### src/rtl/bus_arbiter_if.sv
// rtl/bus_arbiter_if.sv - request/response memory bus between a master and the arbiter or slave
interface bus_arbiter_if;
    logic        en;
    logic        we;
    logic [29:0] addr;
    logic [31:0] wdata;
    logic [3:0]  mask;
    logic [31:0] rdata;
    logic        valid;
    logic        stall;
    logic        err;

    modport master (
        output en, we, addr, wdata, mask,
        input  rdata, valid, stall, err
    );

    modport slave (
        input  en, we, addr, wdata, mask,
        output rdata, valid, stall, err
    );
endinterface

### src/rtl/bus_arbiter.sv
// rtl/bus_arbiter.sv - two-master single-outstanding memory arbiter with M0 anti-starvation and response timeout
module bus_arbiter #(
    parameter int STARVE_MAX = 4,
    parameter int TIMEOUT    = 16
) (
    input  logic           clk,
    input  logic           rst,
    bus_arbiter_if.slave   m0,
    bus_arbiter_if.slave   m1,
    bus_arbiter_if.master  s,
    output logic           owner
);
    localparam int SW = $clog2(STARVE_MAX + 1);
    localparam int TW = $clog2(TIMEOUT + 1);
    localparam logic [SW-1:0] STARVE_LIM = SW'(STARVE_MAX);
    localparam logic [TW-1:0] TMO_LAST   = TW'(TIMEOUT - 1);

    typedef enum logic {IDLE = 1'b0, WAIT_RESP = 1'b1} state_t;

    state_t          state, state_nx;
    logic            owner_nx;
    logic [SW-1:0]   starve_cnt, starve_nx;
    logic [TW-1:0]   tmo_cnt, tmo_nx;
    logic            gnt0, gnt1, accept;
    logic            resp, resp_err;
    logic [31:0]     resp_rdata;

    always_ff @(posedge clk) begin
        if (rst) begin
            state      <= IDLE;
            owner      <= 1'b0;
            starve_cnt <= '0;
            tmo_cnt    <= '0;
        end else begin
            state      <= state_nx;
            owner      <= owner_nx;
            starve_cnt <= starve_nx;
            tmo_cnt    <= tmo_nx;
        end
    end

    always_comb begin
        state_nx   = state;
        owner_nx   = owner;
        starve_nx  = starve_cnt;
        tmo_nx     = tmo_cnt;
        gnt0       = 1'b0;
        gnt1       = 1'b0;
        accept     = 1'b0;
        resp       = 1'b0;
        resp_err   = 1'b0;
        resp_rdata = '0;
        s.en       = 1'b0;
        s.we       = 1'b0;
        s.addr     = '0;
        s.wdata    = '0;
        s.mask     = '0;

        if (!rst) begin
            case (state)
                IDLE: begin
                    // M1 wins unless M0 has been denied long enough to be forced through
                    gnt1 = m1.en & ~(m0.en & (starve_cnt == STARVE_LIM));
                    gnt0 = m0.en & ~gnt1;
                    s.en = m0.en | m1.en;
                    if (gnt1) begin
                        s.we    = m1.we;
                        s.addr  = m1.addr;
                        s.wdata = m1.wdata;
                        s.mask  = m1.mask;
                    end else if (gnt0) begin
                        s.we    = m0.we;
                        s.addr  = m0.addr;
                        s.wdata = m0.wdata;
                        s.mask  = m0.mask;
                    end
                    accept = s.en & ~s.stall;
                    if (accept) begin
                        state_nx = WAIT_RESP;
                        owner_nx = gnt1;
                        tmo_nx   = '0;
                    end
                    if (m0.en & ~(gnt0 & accept))
                        starve_nx = (starve_cnt == STARVE_LIM) ? starve_cnt : starve_cnt + SW'(1);
                    else
                        starve_nx = '0;
                end
                WAIT_RESP: begin
                    tmo_nx = tmo_cnt + TW'(1);
                    if (s.valid) begin
                        resp       = 1'b1;
                        resp_err   = s.err;
                        resp_rdata = s.rdata;
                        state_nx   = IDLE;
                    end else if (tmo_cnt == TMO_LAST) begin
                        resp     = 1'b1;
                        resp_err = 1'b1;
                        state_nx = IDLE;
                    end
                end
                default: state_nx = IDLE;
            endcase
        end

        m0.stall = ~rst & m0.en & ~(gnt0 & accept);
        m1.stall = ~rst & m1.en & ~(gnt1 & accept);
        m0.valid = resp & ~owner;
        m1.valid = resp & owner;
        m0.err   = resp & resp_err & ~owner;
        m1.err   = resp & resp_err & owner;
        m0.rdata = (resp & ~owner) ? resp_rdata : '0;
        m1.rdata = (resp & owner)  ? resp_rdata : '0;
    end
endmodule

### src/flat_wrapper.sv
// flat-port wrapper written by rule: the top's interface ports become plain ports
module bus_arbiter_flat 
#(
    parameter int STARVE_MAX = 4,
    parameter int TIMEOUT    = 16
)
  (clk, rst, owner, m0_en, m0_we, m0_addr, m0_wdata, m0_mask, m0_rdata, m0_valid, m0_stall, m0_err, m1_en, m1_we, m1_addr, m1_wdata, m1_mask, m1_rdata, m1_valid, m1_stall, m1_err, s_en, s_we, s_addr, s_wdata, s_mask, s_rdata, s_valid, s_stall, s_err);
  bus_arbiter_if m0_i ();
  bus_arbiter_if m1_i ();
  bus_arbiter_if s_i ();
  input  logic clk;
  input  logic rst;
  output logic owner;
  input wire logic [$bits(m0_i.en)-1:0] m0_en;
  input wire logic [$bits(m0_i.we)-1:0] m0_we;
  input wire logic [$bits(m0_i.addr)-1:0] m0_addr;
  input wire logic [$bits(m0_i.wdata)-1:0] m0_wdata;
  input wire logic [$bits(m0_i.mask)-1:0] m0_mask;
  output wire logic [$bits(m0_i.rdata)-1:0] m0_rdata;
  output wire logic [$bits(m0_i.valid)-1:0] m0_valid;
  output wire logic [$bits(m0_i.stall)-1:0] m0_stall;
  output wire logic [$bits(m0_i.err)-1:0] m0_err;
  input wire logic [$bits(m1_i.en)-1:0] m1_en;
  input wire logic [$bits(m1_i.we)-1:0] m1_we;
  input wire logic [$bits(m1_i.addr)-1:0] m1_addr;
  input wire logic [$bits(m1_i.wdata)-1:0] m1_wdata;
  input wire logic [$bits(m1_i.mask)-1:0] m1_mask;
  output wire logic [$bits(m1_i.rdata)-1:0] m1_rdata;
  output wire logic [$bits(m1_i.valid)-1:0] m1_valid;
  output wire logic [$bits(m1_i.stall)-1:0] m1_stall;
  output wire logic [$bits(m1_i.err)-1:0] m1_err;
  output wire logic [$bits(s_i.en)-1:0] s_en;
  output wire logic [$bits(s_i.we)-1:0] s_we;
  output wire logic [$bits(s_i.addr)-1:0] s_addr;
  output wire logic [$bits(s_i.wdata)-1:0] s_wdata;
  output wire logic [$bits(s_i.mask)-1:0] s_mask;
  input wire logic [$bits(s_i.rdata)-1:0] s_rdata;
  input wire logic [$bits(s_i.valid)-1:0] s_valid;
  input wire logic [$bits(s_i.stall)-1:0] s_stall;
  input wire logic [$bits(s_i.err)-1:0] s_err;
  assign m0_i.en = m0_en;
  assign m0_i.we = m0_we;
  assign m0_i.addr = m0_addr;
  assign m0_i.wdata = m0_wdata;
  assign m0_i.mask = m0_mask;
  assign m0_rdata = m0_i.rdata;
  assign m0_valid = m0_i.valid;
  assign m0_stall = m0_i.stall;
  assign m0_err = m0_i.err;
  assign m1_i.en = m1_en;
  assign m1_i.we = m1_we;
  assign m1_i.addr = m1_addr;
  assign m1_i.wdata = m1_wdata;
  assign m1_i.mask = m1_mask;
  assign m1_rdata = m1_i.rdata;
  assign m1_valid = m1_i.valid;
  assign m1_stall = m1_i.stall;
  assign m1_err = m1_i.err;
  assign s_en = s_i.en;
  assign s_we = s_i.we;
  assign s_addr = s_i.addr;
  assign s_wdata = s_i.wdata;
  assign s_mask = s_i.mask;
  assign s_i.rdata = s_rdata;
  assign s_i.valid = s_valid;
  assign s_i.stall = s_stall;
  assign s_i.err = s_err;
  bus_arbiter #(.STARVE_MAX(STARVE_MAX), .TIMEOUT(TIMEOUT)) u_core (.clk(clk), .rst(rst), .m0(m0_i), .m1(m1_i), .s(s_i), .owner(owner));
endmodule
### config.mk
export PLATFORM = sky130hd
export DESIGN_NAME = bus_arbiter_flat
export DESIGN_NICKNAME = d
export VERILOG_FILES = /design/src/rtl/bus_arbiter_if.sv /design/src/rtl/bus_arbiter.sv /design/src/flat_wrapper.sv
export SDC_FILE = /design/constraint.sdc
export NUM_CORES = 1
export LEC_CHECK = 0
export ABC_AREA = 1
export CORE_AREA = 5 5 118 120
export CTS_CLUSTER_SIZE = 25
export DETAILED_ROUTE_END_ITERATION = 7
export DIE_AREA = 0 0 123 125
export GPL_TIMING_DRIVEN = 0
export PLACE_DENSITY = 0.66
export REMOVE_ABC_BUFFERS = 1
export SLEW_MARGIN = 30
export SYNTH_ARGS = -nofsm -noshare
export SYNTH_HDL_FRONTEND = slang
export SYNTH_SLANG_ARGS = --single-unit
### constraint.sdc
create_clock -name clk -period 2.4 [get_ports clk]
set_input_delay 0.36 -clock clk [delete_from_list [all_inputs] [get_ports clk]]
set_output_delay 0.36 -clock clk [all_outputs]
set_load 0.01 [all_outputs]
# Yosys cells after proc, flatten, opt, wreduce, memory -nomap -nowiden
# Cells that the tools add are included.
[totals]
ff_bits = 10
in_bits = 173
output_inout_bits = 139
elab_cells = 83
[op_classes]
add_sub_neg = 2
n_eq_ne = 4
mux = 44
bitwise_logic = 27
n_reduce_logical = 2
[ops]
columns = ["cell", "n"]
rows = [
  ["$mux W32", 9],
  ["$mux W30", 4],
  ["$mux W1", 22],
  ["$and A1 B1 Y1", 17],
  ["$mux W4", 4],
  ["$pmux W5 S2", 1],
  ["$not A1 Y1", 9],
  ["$mux W3", 2],
  ["$add A5 B1 Y5 const B", 1],
  ["$eq A5 B4 Y1 const B", 1],
  ["$mux W5", 1],
  ["$reduce_and A2 Y1", 2],
  ["$add A3 B1 Y3 const B", 1],
  ["$eq A3 B3 Y1 const B", 1],
  ["$ne A2 B1 Y1 const B", 1],
  ["$ne A2 B2 Y1 const B", 1],
  ["$pmux W1 S2", 1],
  ["$or A1 B1 Y1", 1],
]

# Depth between registers and ports, before layout
[logic_depth]
depth_word = 11
ltp_mapped = 11
mapped_depth_nobuf = 10

# Worst setup path after synthesis
# OpenSTA, ideal clock, no wires.
[synth_path]
path_kind = "flip-flop to output port"
from = "register u_core.tmo_cnt[0]"
to = "output m1_rdata[10]"
arrival_time_ns = 1.504
required_ns = 2.040
path_slack_ns = 0.536
stages_incl_launch_ff = 12
n_path_buf = 1
cell_sequence = "dfxtp_1 ha_1 nand2_1 nor2_1 ha_1 nor2_1 nor2_2 nand2_2 nor2_4 buf_6 nand3_2 inv_1"
[synth_via]
elab_chain_len = 7
[synth_rtl]
columns = ["item", "line", "rtl"]
rows = [
  ["start: declaration", "bus_arbiter.sv:23", "logic [TW-1:0] tmo_cnt, tmo_nx;"],
  ["start signal: assignment", "bus_arbiter.sv:38", "tmo_cnt <= tmo_nx;"],
  ["$eq A5 B4 Y1", "bus_arbiter.sv:95", "end else if (tmo_cnt == TMO_LAST) begin"],
  ["$mux W1", "bus_arbiter.sv:95", ""],
  ["$mux W1", "bus_arbiter.sv:90", "if (s.valid) begin"],
  ["$mux W1", "bus_arbiter.sv:60", "case (state)"],
  ["$mux W1", "bus_arbiter.sv:59", "if (!rst) begin"],
  ["$and A1 B1 Y1", "bus_arbiter.sv:112", "m1.rdata = (resp & owner) ? resp_rdata : '0;"],
  ["$mux W32", "bus_arbiter.sv:112", ""],
  ["end: declaration", "flat_wrapper.sv:28", "output wire logic [$bits(m1_i.rdata)-1:0] m1_rdata;"],
]
# Every way passes these cells.

# Final worst setup path
[layout_path]
from = "register u_core.tmo_cnt[0]"
to = "output m1_rdata[16]"
# The elaborated chain is that of the path after synthesis.

==> metrics.md <==
| Metric | Value |
|---|---|
| Cell Rows | `42` |
| Average size of a mapped cell | `5.312 sq um` |
| Hold Crit Start | `u_core.starve_cnt[1]` |
| Async SR Flop Fraction | `0` |
| Crit path DAT | `2.08 ns` |
| MaxCap Viol Count | `0` |
| Grt ovf | `0` |
| Leakage | `3.230 nW` |
| Placer Congestion | `0.8838` |
| Final slew viol count | `0` |
| RSZ-0062 raised after global routing | `yes` |
| CP endpoint kind | `output port` |
| R2r setup slk | `0.70 ns` |
| Largest net degree at the start of global routing | `52` |
| Vias | `4399` |
| CTS tree | `done` |
| Synthesis warning total | `0` |
| Vias per inst | `4.544` |
| Antenna cells | `0` |
| Starting Density | `0.1865` |
| CTS root buffer | `clkbuf_16` |
| Hold Path Depth | `2` |
| Syn Inst Count | `452` |
| Storage cell area | `202.7 sq um` |
| First-pass GRT wire length | `24.92 mm` |
| Clock Sink Count | `10` |
| Hold_buf cts | `0` |
| Final ANT Viol Nets | `0` |
| Synth-to-Final Area Change | `156.9%` |
| Footprint of the multi-input gates | `1874 sq um` |
| I/O pin count | `312` |
| Critical Path Fanout Max | `5` |
| DP Cell Count | `903` |
| First-pass DRT Iterations | `4` |
| Failing checks | `negative setup slack` |
| Post-synth EDFFs | `0` |
| Power Density | `213.9 nW/um^2` |
| End of the worst hold path | `u_core.starve_cnt[1]` |
| Clk Latency, worst-skew pair | `0.24 ns` |
| CP Depth | `14` |
| CP Launch Type | `flop` |
| Status | `complete, but fails checks` |
| Critical R2R Launch | `u_core.tmo_cnt[0]` |
| Placement Setup Slack | `-1.236 ns` |
| Final Cycle Share | `1.015` |
| Die W | `123 microns` |
| R2r endpoint | `u_core.state` |
| Yosys reg bits | `10` |
| CTS Buf Count | `3` |
| Critical path buffers and inverters | `5` |
| Count of distinct cell types in the synthesized netlist | `25` |
| Antenna violations before repair | `1` |
| PnR Total Power | `1.319 mW` |
| Clk pin slew, worst setup/hold paths | `0.04 ns` |
| Layout filler cell count | `1329` |
| Dominant synthesized flop cell | `dfxtp_1` |
| Worst path slowest cell | `dfxtp_2` |
| Die Y | `125 microns` |
| Hold crit path type | `reg2reg` |
| Post-layout util | `0.4791` |
| Post-Layout Cell Count | `968` |
| Vias in the first global route | `4284` |
| Wire per inst | `18.36 microns` |
| Number of remaining DRC errors | `0` |
| Worst path max stage delay | `0.36 ns` |
| Critical path start-end classification | `reg2out` |
| Maximum vdd drop | `0.2965 mV` |
| Fin. Hold Viols | `0` |
| Critical Path RT | `2.04 ns` |
| Tot GR Track Use | `0.2104` |
| Final #Nets | `970` |
| Critical path, cell by cell | `ha_4 -> nand2_2 -> nor2_2 -> ha_2 -> nor2_2 -> nor2_4 -> nand2_4 -> nor2_4 -> buf_6 -> buf_8 -> buf_6 -> nand3_2 -> inv_2 -> buf_6` |
| Initial DRC Count | `135` |
| Setup ws final | `-0.03527 ns` |
| Total Wirelength | `17.77 mm` |
| Post-DP HPWL | `11.56 mm` |
| Core area | `12870 sq um` |
| Die Area | `15380 sq um` |
| Actual slew at the worst max-slew pin | `0.5246 ns` |
| Slew HR | `0.6503` |
| Most frequent cell on the critical path | `buf_6` |
| Final setup skew | `0.001442 ns` |
| Period minus WS final | `2.435 ns` |
| Layout cells sized above 1 | `0.2639` |
| Final setup violating endpoints | `5` |
| Max Root-Sink Buffers | `2` |
| Max Clk Rate | `410.6 MHz` |
| Register area share after synthesis | `0.08338` |
| FF-to-FF path depth | `11` |
| H-tree depth | `1` |
| PortBufs | `311` |
| Cell family with most CP delay | `simple AND/OR/NAND/NOR gates` |
| Mapped cell area | `2401 sq um` |
==> where the power goes <==
group          switching [mW]  internal, mW  leakage (nW)  total, mW
Combinational           0.369         0.434          3.10      0.803
Sequential             0.0101         0.175        0.0824      0.185
Clock                  0.0808         0.251        0.0442      0.332
==> flip-flops by register name, summed over array words and instances (netlist names) <==
signal,cells
u_core.state,1
u_core.tmo_cnt,5
u_core.owner,1
u_core.starve_cnt,3
==> worst register-to-register path, stage by stage (launching register included) <==
cell	delay (ns)
dfxtp_2	0.33
ha_4	0.16
nand2_2	0.07
nor2_2	0.04
ha_2	0.16
nor2_2	0.13
nor2_4	0.06
buf_4	0.13
buf_4	0.12
buf_4	0.12
buf_4	0.12
nor3_1	0.16
==> worst max path at each step <==
stage	from	endpoint	slack, ns
floorplan	u_core.starve_cnt[0]	m0_stall	-0.24
global placement	m0_en	s_wdata[18]	-4.17
detailed placement	m1_en	s_wdata[23]	-1.24
CTS	u_core.tmo_cnt[1]	m1_rdata[16]	-0.11
global route	u_core.tmo_cnt[0]	m1_rdata[16]	-0.11
finish	u_core.tmo_cnt[0]	m1_rdata[16]	-0.04
==> routing by layer <==
metal,GRT usage,vias up,wire length (microns)
met2,0.4091,230,9254
met4,0.04039,2,416
li1,-,2169,-
met5,0,-,20
met3,0.06414,18,1839
met1,0.2187,1980,6238
==> cell usage after synthesis (3+ instances only) <==
cell        n  share of area
nand3_1   123           0.26
nand2_1    77           0.12
a21oi_1    75           0.16
inv_1      75           0.12
buf_2      13          0.027
buf_6      12          0.056
nand3_2    11          0.046
nor2_1     11          0.017
dfxtp_1    10          0.083
clkbuf_1    8          0.013
o21ai_0     6          0.013
buf_4       5          0.016
buf_1       4         0.0063
ha_1        4          0.021
nand4_1     3         0.0078
nor3_1      3         0.0063
==> stage by stage <==
stage / hold WS, ns / area, sq um / TNS (ns)
floorplan: 0.4291 / 2118 / -16.40
global placement: 0.4750 / 5451 / -399.02
detailed placement: 0.4773 / 5549 / -124.76
CTS: 0.4861 / 6038 / -0.3524
global route: 0.5074 / 6168 / -0.9276
finish: 0.4829 / 6168 / -0.06313
==> cell type report <==
class	instances	area share
multi-input cells	330	0.3039
flip-flops and latches	10	0.03286
repair buffers	365	0.5501
repair inverters	6	0.01359
clock buffers	4	0.01440
inverters	77	0.04949
well taps	176	0.03570
==> cell families after synthesis <==
group,synth area share
AO/OA/AOI/OAI,0.1735
AND/OR/NAND/NOR,0.4805
flip-flops,0.08338
XOR/XNOR,0.003648
buffers and inverters,0.2381
adder cells (fa/ha/maj),0.02085
==> layout by cell type, fill, tap and decap left out, types with 19 or more instances in the layout <==
master / instances
buf_2: 43
nand3_2: 19
nand2_1: 75
buf_6: 32
dlygate4sd2_1: 58
nand3_1: 113
buf_4: 29
inv_1: 60
clkdlybuf4s50_1: 171
a21oi_1: 70
==> repair_timing <==
action                                  CTS  global route
setup buffers                            41             5
cloned                                   14             1
resized for setup                       388            73
hold endpoints to repair                  0             0
endpoints found under the setup margin  138            98
pin swaps                                11            10
Note: power is estimated with default switching activity, not from simulation.
